--- src/rtl/obstacle_scanner.sv ---
// obstacle_scanner
//   Circular queue of live obstacles feeding the per-frame game logic.
//   The generator pushes words through an in_valid/in_ready handshake while
//   the block is idle. On each new_frame (unless game_over) every stored
//   obstacle is moved SPEED points closer to the player and written back.
//   Head entries that have already passed the player are retired. Surviving
//   entries are streamed one per cycle with a first-row flag.
//
// Ports
//   clk, rst        : clock, asynchronous active-high reset
//   new_frame       : one-cycle frame strobe
//   game_over       : suppresses the frame scan while high
//   in_obstacle     : {type[2:0], lane[1:0], depth[10:0]} from the generator
//   in_valid        : in_obstacle is valid
//   in_ready        : queue accepts in_obstacle this cycle
//   obstacle        : streamed word with updated depth
//   obstacle_valid  : obstacle is valid this cycle
//   firstrow        : streamed obstacle is in the player's row
//   scan_done       : one-cycle pulse ending a frame scan
//   count           : number of stored obstacles
//   frame_overrun   : sticky, new_frame arrived while a scan was in progress
//
// Build option
//   OBSTACLE_DROP_EMPTY_EN : when defined, words of type 3'b000 complete the
//                            handshake but are not stored.

module obstacle_scanner #(
    parameter int DEPTH         = 16,
    parameter int SPEED         = 1,
    parameter int FIRST_ROW_MAX = 63,
    parameter int RAMP_ROW_MAX  = 319
) (
    input  logic                   clk,
    input  logic                   rst,
    input  logic                   new_frame,
    input  logic                   game_over,
    input  logic [15:0]            in_obstacle,
    input  logic                   in_valid,
    output logic                   in_ready,
    output logic [15:0]            obstacle,
    output logic                   obstacle_valid,
    output logic                   firstrow,
    output logic                   scan_done,
    output logic [$clog2(DEPTH):0] count,
    output logic                   frame_overrun
);

    localparam int              AW     = $clog2(DEPTH);
    localparam int              CW     = AW + 1;
    localparam logic [CW-1:0]   CAP    = CW'(DEPTH);
    localparam logic [10:0]     SPD    = 11'(SPEED);
    localparam logic [10:0]     FR_MAX = 11'(FIRST_ROW_MAX);
    localparam logic [10:0]     RR_MAX = 11'(RAMP_ROW_MAX);
    localparam logic [2:0]      T_RAMP = 3'b101;

    typedef enum logic [1:0] {IDLE, SCAN, DONE} state_t;

    state_t        state, state_nx;
    logic [15:0]   mem [DEPTH];
    logic [AW-1:0] head, tail, ptr;
    logic [CW-1:0] left;

    logic [15:0]   cur;
    logic [10:0]   d, d_nx;
    logic          retire, row_hit, take, store;

    // Entry under the scan pointer and its advanced depth.
    // ptr stays equal to head only while every entry so far was retired,
    // so (ptr == head) marks the leading run of retire candidates.
    always_comb begin
        cur     = mem[ptr];
        d       = cur[10:0];
        d_nx    = (d >= SPD) ? d - SPD : '0;
        retire  = (left != '0) && (ptr == head) && (d < SPD);
        row_hit = (cur[15:13] == T_RAMP) ? (d_nx <= RR_MAX) : (d_nx <= FR_MAX);
    end

    assign in_ready = (state == IDLE) && !new_frame && (count < CAP);
    assign take     = in_valid && in_ready;

`ifdef OBSTACLE_DROP_EMPTY_EN
    assign store = take && (in_obstacle[15:13] != 3'b000);
`else
    assign store = take;
`endif

    // One extra SCAN cycle after the last entry (left == 0) places scan_done
    // one cycle after the last beat, and at T+2 for an empty queue.
    always_comb begin
        state_nx  = state;
        scan_done = 1'b0;
        case (state)
            IDLE:    if (new_frame && !game_over) state_nx = SCAN;
            SCAN:    if (left == '0) state_nx = DONE;
            DONE: begin
                state_nx  = IDLE;
                scan_done = 1'b1;
            end
            default: state_nx = IDLE;
        endcase
    end

    // Storage has no reset; count/head/tail define which entries are live.
    // Inserts happen only in IDLE and write-backs only in SCAN.
    always_ff @(posedge clk) begin
        if (store)
            mem[tail] <= in_obstacle;
        else if (state == SCAN && left != '0 && !retire)
            mem[ptr] <= {cur[15:11], d_nx};
    end

    always_ff @(posedge clk or posedge rst) begin
        if (rst) begin
            state          <= IDLE;
            head           <= '0;
            tail           <= '0;
            count          <= '0;
            ptr            <= '0;
            left           <= '0;
            obstacle       <= '0;
            obstacle_valid <= 1'b0;
            firstrow       <= 1'b0;
            frame_overrun  <= 1'b0;
        end else begin
            state          <= state_nx;
            obstacle_valid <= 1'b0;

            if (new_frame && state != IDLE)
                frame_overrun <= 1'b1;

            if (store) begin
                tail  <= tail + AW'(1);
                count <= count + CW'(1);
            end

            if (state == IDLE && state_nx == SCAN) begin
                ptr  <= head;
                left <= count;
            end

            if (state == SCAN && left != '0) begin
                ptr  <= ptr + AW'(1);
                left <= left - CW'(1);
                if (retire) begin
                    head  <= head + AW'(1);
                    count <= count - CW'(1);
                end else begin
                    obstacle       <= {cur[15:11], d_nx};
                    obstacle_valid <= 1'b1;
                    firstrow       <= row_hit;
                end
            end
        end
    end

endmodule
--- config.mk ---
export PLATFORM = sky130hd
export DESIGN_NAME = obstacle_scanner
export DESIGN_NICKNAME = d
export VERILOG_FILES = /design/src/rtl/obstacle_scanner.sv
export SDC_FILE = /design/constraint.sdc
export NUM_CORES = 1
export LEC_CHECK = 0
export ABC_CLOCK_PERIOD_IN_PS = 4550
export CORE_MARGIN = 3
export CORE_UTILIZATION = 55
export CTS_CLUSTER_DIAMETER = 120
export DETAILED_ROUTE_END_ITERATION = 10
export GPL_TIMING_DRIVEN = 0
export PLACE_DENSITY = 0.76
export SLEW_MARGIN = 10
export SYNTH_ARGS = -nofsm -noshare
export SYNTH_HDL_FRONTEND = slang
export SYNTH_SLANG_ARGS = --single-unit
--- constraint.sdc ---
create_clock -name clk -period 4.55 [get_ports clk]
set_input_delay 0.91 -clock clk [delete_from_list [all_inputs] [get_ports clk]]
set_output_delay 0.91 -clock clk [all_outputs]
set_load 0.02 [all_outputs]
# Yosys cells after proc, flatten, opt, wreduce, memory -nomap -nowiden
# Memories as Yosys holds them, arrays and structs flattened.
# Cells that the tools add are included.
# totals
reg_bits	43
ramBits	256
memories	1
# classes
addsub	7
n_lt_le_gt_ge	5
eq_ne	5
n_mux	23
bitwise	1
n_reduce_logical	21
# memory_table
memory	depth	word_bits	read_ports	rd_clocked_by_memory_dff	write_ports	line	source
mem	16	16	1	0	1	59	logic [15:0] mem [DEPTH];
# op_table
cell	count
$mux 5	5
$mux 16	1
$reduce_or 16->1	1
$add 4x1->4 const B	3
$mux 4	3
$ge 11x1->1 const B	1
$le 11x6->1 const B	1
$le 11x9->1 const B	1
$lt 11x1->1 const B	1
$mux 11	1
$sub 11x1->11 const B	1
$logic_and 1x1->1	10
$mux 1	10
$sub 5x1->5 const B	2
$add 5x1->5 const B	1
$logic_not 5->1	1
$lt 5x5->1 const B	1
$reduce_bool 5->1	1
$eq 2x1->1 const B	2
$eq 4x4->1	1
$mux 2	2
$pmux 2 s2	1
$reduce_and 2->1	2
$reduce_bool 2->1	2
other kinds (5)	7

# Longest topological paths before layout
# Gate-level depths: netlist of run 1.
# depth
ltp_word	10
depth_mapped	15
ltp_nobuf	11

# Worst setup path after synthesis of run 1
# OpenSTA, ideal clock, no wires.
# synth_path
path_kind	register to register
from	reg ptr[2]
to	mem mem[1][0] (enable)
setup_time_ps	416
arrival_time_ps	4019
path_slack_ps	115
path_stages_with_launch	12
path_cell_list	dfrtp_1 buf_2 buf_2 mux4_2 a22oi_1 o31ai_1 nor3_1 nand3_2 o21ai_2 inv_2 clkbuf_1 o32ai_1
# synth_via
elab_chain_cells	10
elab_cells_between_ends	13
classes_between	order compare: 1; eq/ne: 1; mux: 5; reduce/logical: 5; memory: 1
# synth_rtl
element	line	source
start: declaration	60	logic [AW-1:0] head, tail, ptr;
start signal: assignment	142	ptr <= ptr + AW'(1);
$mem_v2 16x16 / $eq 4x4->1 (equally long branches)	--	
$lt 11x1->1 / $logic_and 1x1->1 (equally long branches)	74	retire = (left != '0) && (ptr == head) && (d < SPD);
$logic_and 1x1->1	74	
$logic_not 1->1	108	else if (state == SCAN && left != '0 && !retire)
$logic_and 1x1->1	108	
$mux 1	108	
$mux 1	106	if (store)
$mux 1 (not written as such)	109	mem[ptr] <= {cur[15:11], d_nx};
$reduce_or 16->1 (no line)	--	
$mux 4 (no line) / $mux 1 (equally long branches)	--	
end: declaration	59	
# Parallel ways exist; a longest one is shown, timed or not.

# Worst setup path in the final report of run 1
# layout_path
from	reg ptr[2]
to	mem mem[0][5] (data pin)
# layout_via
elab_chain_cells	10
elab_cells_between_ends	15
classes_between	add/sub: 1; order compare: 2; eq/ne: 1; mux: 5; reduce/logical: 5; memory: 1
# layout_rtl
element	line
$mem_v2 16x16 / $eq 4x4->1 (equally long branches)	--
$lt 11x1->1 / $logic_and 1x1->1 (equally long branches)	74
$logic_and 1x1->1	74
$logic_not 1->1	108
$logic_and 1x1->1	108
$mux 1	108
$mux 1	106
$mux 1 (not written as such)	109
$reduce_or 16->1 (no line)	--
$mux 16 (no line) (*)	--
# Mark *: on every way between the ends. The rest lies on a longest branch, timed or not.

==> impl_metrics.ini, run 1 <==
[route]
first_pass_iters = 6
drtIter0Drc = 999
ant_nets = 0
viasPerCell = 6.56
num_vias = 7605
wl_mm = 31.2
drc = 0
avgRoutedWirePerCell_um = 26.9

[cells_and_area]
final_core_util_pct = 67.9
syn_to_final_growth_pct = 20.4
instances_no_fill = 1159
final.fill_count = 1356
drive_above_1_share_pct = 21.5
regArea_sq_um = 8760
n_antenna_cell = 0
final_area_sq_um = 15000
final_nets = 886
multi_input_area_sq_um = 3690

[logic_synthesis]
ys_seq_area_share_pct = 70.5
avgSynthCellArea_sq_um = 16.6
syn_area_sq_um = 12400
synth_nets = 779
netlist_top_cells_count = edfxtp_1 (256), nand2_1 (78), mux4_2 (53)
synth_flop_cell = edfxtp_1
synth_edf_count = 256
ys_warn_count = 0
synthArstFlopShare_pct = 14.4
syn_inst = 750
netlist.area_leader.share_pct = 61.9
synth_cell_types = 61
yosys.area.top_type = edfxtp_1
synthTopCellsByArea = edfxtp_1 (62%), mux4_2 (9.6%), dfrtp_1 (8.7%)
yosysMostFrequentCell = edfxtp_1
ys_seq_elements = 299

[power_and_ir_drop]
p_switching_w = 0.00415
swShare_pct = 36.1
p_clk_share_pct = 20.9
p_int_w = 0.00733
sequentialPowerShare_pct = 38.8
leakage_nw = 5.19
p_comb_share_pct = 40.3
powerDensity_nw_per_um2 = 768
ir_worst_vdd_v = 0.000422

[placed_design]
place.gp.congestion = 0.928
portBuffers = 46
placed_area_sq_um = 13800
hpwl_mm = 20.5
place_inst = 1093

[sta]
rsz0062_at_grt = true
relSlewSlack_pct = 33.8
finalSetupViolCount = 0
setup_tns_ns = 0
hold_slack_ns = 0.474
layout_min_cycle_time_ns = 4.47
worst_clock_skew_ns = 0.0118
tightest_slew_ns = 0.986
fin_crit_sh_pct = 98.2
clock.fmax_mhz = 224
hold_viol_final = 0
finalMaxSlewViolations = 0

[worst_hold_path]
hold_class = flop to flop

[die]
initial_core_util_pct = 56.4
row_count = 54
die_w_um = 156
die_h_um = 156
core_sq_um = 22000
die_area_sq_um = 24400
io_pins = 47

[global_routing]
antenna_found_initial = 0
grt_pass1_wl_mm = 47.0
track_usage_pct = 26.0
grt_max_degree = 33
grt_pass1_vias = 7687
grt_overflow = 0

[clock_network]
cts_max_level = 1
cts_hold_buf = 0
cts_buffer_depth = 3
clk_pin_slew_ns = 0.06
cts_tree = yes
ctsRootBufferMaster = clkbuf_16
cts_num_sinks = 299
clock_latency_ns = 0.55
cts_buffers = 29

[critical_path]
worstPathRequired_ns = 4.73
worst_setup_path_start_kind = flop
arrival_ns = 4.64
worstSetupPathType = flop to flop
end_kind = flop
timing.critical_path.fanout_max = 16

[outcome]
outcome = completed

[job]
cap_violations = 0
## registers in the layout (all words and copies together), names as in the netlist
signal	count
obstacle_valid	1
firstrow	1
tail	4
count	5
head	4
frame_overrun	1
state	2
mem	256
left	5
obstacle	16
ptr	4
## cell type report
type                            instances  area share [%]
Sequential cell                       299            58.6
Multi-Input combinational cell        403            24.7
Timing Repair Buffer                   76            6.39
Clock buffer                           40            5.39
Tap cell                              280            2.34
Buffer                                 33            1.24
Clock inverter                         13            1.03
Inverter                               15           0.385
## power groups by stage
stage          logic (W)  registers (W)  clock network, W
6_report         0.00463        0.00445           0.00240
5_1_grt          0.00498        0.00450           0.00254
4_1_cts          0.00450        0.00446           0.00242
3_5_place_dp     0.00441        0.00451                 0
3_3_place_gp     0.00399        0.00450                 0
2_1_floorplan    0.00271        0.00455                 0
## logic make-up (layout without fill, tap and decap cells)
kind of cell,count (synthesis),after routing,synth area share (%)
AO/OA/AOI/OAI,102,102,5.80
XOR/XNOR,18,18,1.27
adder cells (fa/ha/maj),8,8,0.806
buffers and inverters,48,177,1.82
flip-flops,299,299,70.5
multiplexers,85,85,12.2
AND/OR/NAND/NOR,190,190,7.55
## worst paths after layout
path / start / end / slack, ns / depth (start not counted)
max: ptr[2] / mem[0][5] / 0.08 / 11
min reg2reg: frame_overrun / frame_overrun / 0.47 / 1
min in group asynchronous: rst / count[4] / 0.62 / 2
max in group asynchronous: rst / obstacle[14] / 3.43 / 3
min: frame_overrun / frame_overrun / 0.47 / 1
max reg2reg: ptr[2] / mem[0][5] / 0.08 / 11
## cells in the final DEF (no fill, tap or decap), drive strengths merged, types with 24 or more instances in the layout
| cell type | count |
|---|---|
| buf | 51 |
| clkbuf | 52 |
| nand2 | 78 |
| nor2 | 32 |
| clkdlybuf4s50 | 46 |
| mux4 | 53 |
| mux2i | 28 |
| edfxtp | 256 |
| dfrtp | 43 |
| o21ai | 24 |
## what timing repair did
item,4_1_cts,5_1_grt
gates resized for setup,14,15
buffers inserted,9,4
pin swaps,3,4
endpoints found under the setup margin,363,457
endpoints found under the hold margin,0,0
## worst max-delay path, cell delays in order (launching register included)
cell and delay (ns):
dfrtp_1 0.49, buf_2 0.35, clkbuf_4 0.35, buf_2 0.37, mux4_2 0.36, nand2_1 0.08, and3_1 0.24, nor2b_1 0.31
o21ai_0 0.19, o21ai_1 0.68, nand2b_1 0.31, nand2_1 0.34
## layer usage
metal  vias to the layer above  routed length (um)  global-route usage, %
met3                       124                3220                   5.67
met1                      3852               11600                   36.1
li1                       3155                   -                      -
met5                         -                   0                      0
met4                         0                1460                   8.34
met2                       474               14900                   41.7
## through the flow
step           worst slack (ns)  total power [W]
3_5_place_dp             -0.423          0.00892
4_1_cts                 0.00897           0.0114
2_1_floorplan             0.115          0.00726
6_report                 0.0827           0.0115
3_3_place_gp              -2.55          0.00849
5_1_grt                 -0.0751           0.0120
Note: power is estimated with default switching activity, not from simulation.
==> run 2, diff against run 1 <==
- CORE_UTILIZATION: 55 -> 30
- PLACE_DENSITY: 0.76 -> default
==> impl_metrics.ini, run 2 (synthesis gave the netlist of run 1 again) <==
[worst_hold_path]
hold_class = flop to flop

[clock_network]
cts_buffers = 31
cts_tree = yes
cts_num_sinks = 299
cts_max_level = 1
clk_pin_slew_ns = 0.07
clock_latency_ns = 0.58
ctsRootBufferMaster = clkbuf_16
cts_buffer_depth = 3

[sta]
rsz0062_at_grt = false
hold_viol_final = 0
tightest_slew_ns = 0.961
setup_tns_ns = 0
finalMaxSlewViolations = 0
worst_clock_skew_ns = 0.0249
relSlewSlack_pct = 35.5
clock.fmax_mhz = 228
fin_crit_sh_pct = 96.3
finalSetupViolCount = 0
layout_min_cycle_time_ns = 4.38

[cells_and_area]
instances_no_fill = 1403
drive_above_1_share_pct = 22.2
final_area_sq_um = 15400
n_antenna_cell = 0
mostFrequentLayoutCells = edfxtp_1 (256), nand2_1 (77), mux4_2 (53), clkdlybuf4s50_1 (46), dfrtp_1 (43)
final_common_cell = edfxtp_1
final_nets = 882
final.fill_count = 3645
largest_reg_flops = 256
largest_register = mem
syn_to_final_growth_pct = 23.9
largest_registers = mem (256), obstacle (16)

[critical_path]
timing.critical_path.fanout_max = 10
slowest_stage = mux4_2
end_kind = flop
arrival_ns = 4.71
worstPathRequired_ns = 4.88
worst_setup_path_start_kind = flop
worstSetupPathType = flop to flop
critical-path-max-stage-delay_ns = 0.54
worstPathCellList = buf_6 > buf_6 > buf_4 > mux4_2 > a22oi_1 > and3_1 > nor2b_2 > nand2_1 > o21ai_4 > inv_2 > clkbuf_2 > buf_2 > nand2_1 > o21ai_2 > buf_16

[route]
first_pass_iters = 5
drtIter0Drc = 957
num_vias = 7263
viasPerCell = 5.18
avgRoutedWirePerCell_um = 23.1
wl_mm = 32.4
drc = 0
ant_nets = 0

[job]
cap_violations = 0

[die]
die_area_sq_um = 43900
io_pins = 47
row_count = 73
die_w_um = 210
initial_core_util_pct = 30.8
core_sq_um = 40300
die_h_um = 210

[placed_design]
hpwl_mm = 21.7
placed_area_sq_um = 14200
place_inst = 1338
place.gp.congestion = 0.789
portBuffers = 46

[global_routing]
track_usage_pct = 14.6
grt_overflow = 0
grt_pass1_wl_mm = 48.5
grt_max_degree = 30
grt_pass1_vias = 7382
antenna_found_initial = 0

[power_and_ir_drop]
leakage_nw = 5.23
powerDensity_nw_per_um2 = 763
ir_worst_vdd_v = 0.000345

[outcome]
outcome = completed
[run 2: what timing repair did]
action                     CTS  global route
resized for setup           14            10
setup endpoints to repair  496           402
pin swaps                    4             2
hold buffers                 0             0
setup buffers                5             2
[run 2: final cells by class]
class | count | area (sq um) | share of cell area (%)
Buffer | 33 | 190 | 1.24
Clock buffer | 45 | 928 | 6.03
Clock inverter | 13 | 134 | 0.870
Inverter | 15 | 60.1 | 0.390
Multi-Input combinational cell | 403 | 3710 | 24.1
Sequential cell | 299 | 8760 | 56.9
Tap cell | 525 | 657 | 4.27
Timing Repair Buffer | 70 | 948 | 6.16
[run 2: stage by stage]
stage,power [W],setup slack (ns),hold WS [ns],util (%)
6_report,0.0117,0.166,0.471,38.2
3_5_place_dp,0.00908,-0.804,0.462,35.2
5_1_grt,0.0123,0.0140,0.493,38.2
4_1_cts,0.0117,-0.00846,0.480,38.1
3_3_place_gp,0.00875,-2.91,0.451,33.6
2_1_floorplan,0.00726,0.115,0.457,-
[run 2: power by group]
part	switching (W)	internal [W]
clock	0.00107	0.00153
combinational	0.00305	0.00164
sequential	0.000159	0.00429
total	0.00429	0.00746
[run 2: worst paths after layout]
path	start	slack, ns	cells after the start	endpoint
setup / recovery	ptr[0]	0.17	15	mem[13][11]
hold / removal	frame_overrun	0.47	1	frame_overrun
setup reg to reg	ptr[0]	0.17	15	mem[13][11]
hold reg to reg	frame_overrun	0.47	1	frame_overrun
max in group asynchronous	rst	3.34	3	obstacle[13]
min in group asynchronous	rst	0.66	2	obstacle[2]
[run 2: per-layer routing]
metal	track usage (%)	wire, um	part of all wire (%)	vias to the layer above
met2	22.9	14900	46	283
met5	0	0	0	-
met3	2.71	2510	7.7	64
met1	21.1	14000	43	3760
met4	3.86	909	2.8	0
li1	-	-	-	3156
[run 2: critical path, delay by kind of cell, from the launching register on]
family,cells,cell delay [ns]
buffers and inverters,7,1.63
AO/OA/AOI/OAI,3,0.71
flip-flops,1,0.38
AND/OR/NAND/NOR,4,0.83
multiplexers,1,0.54
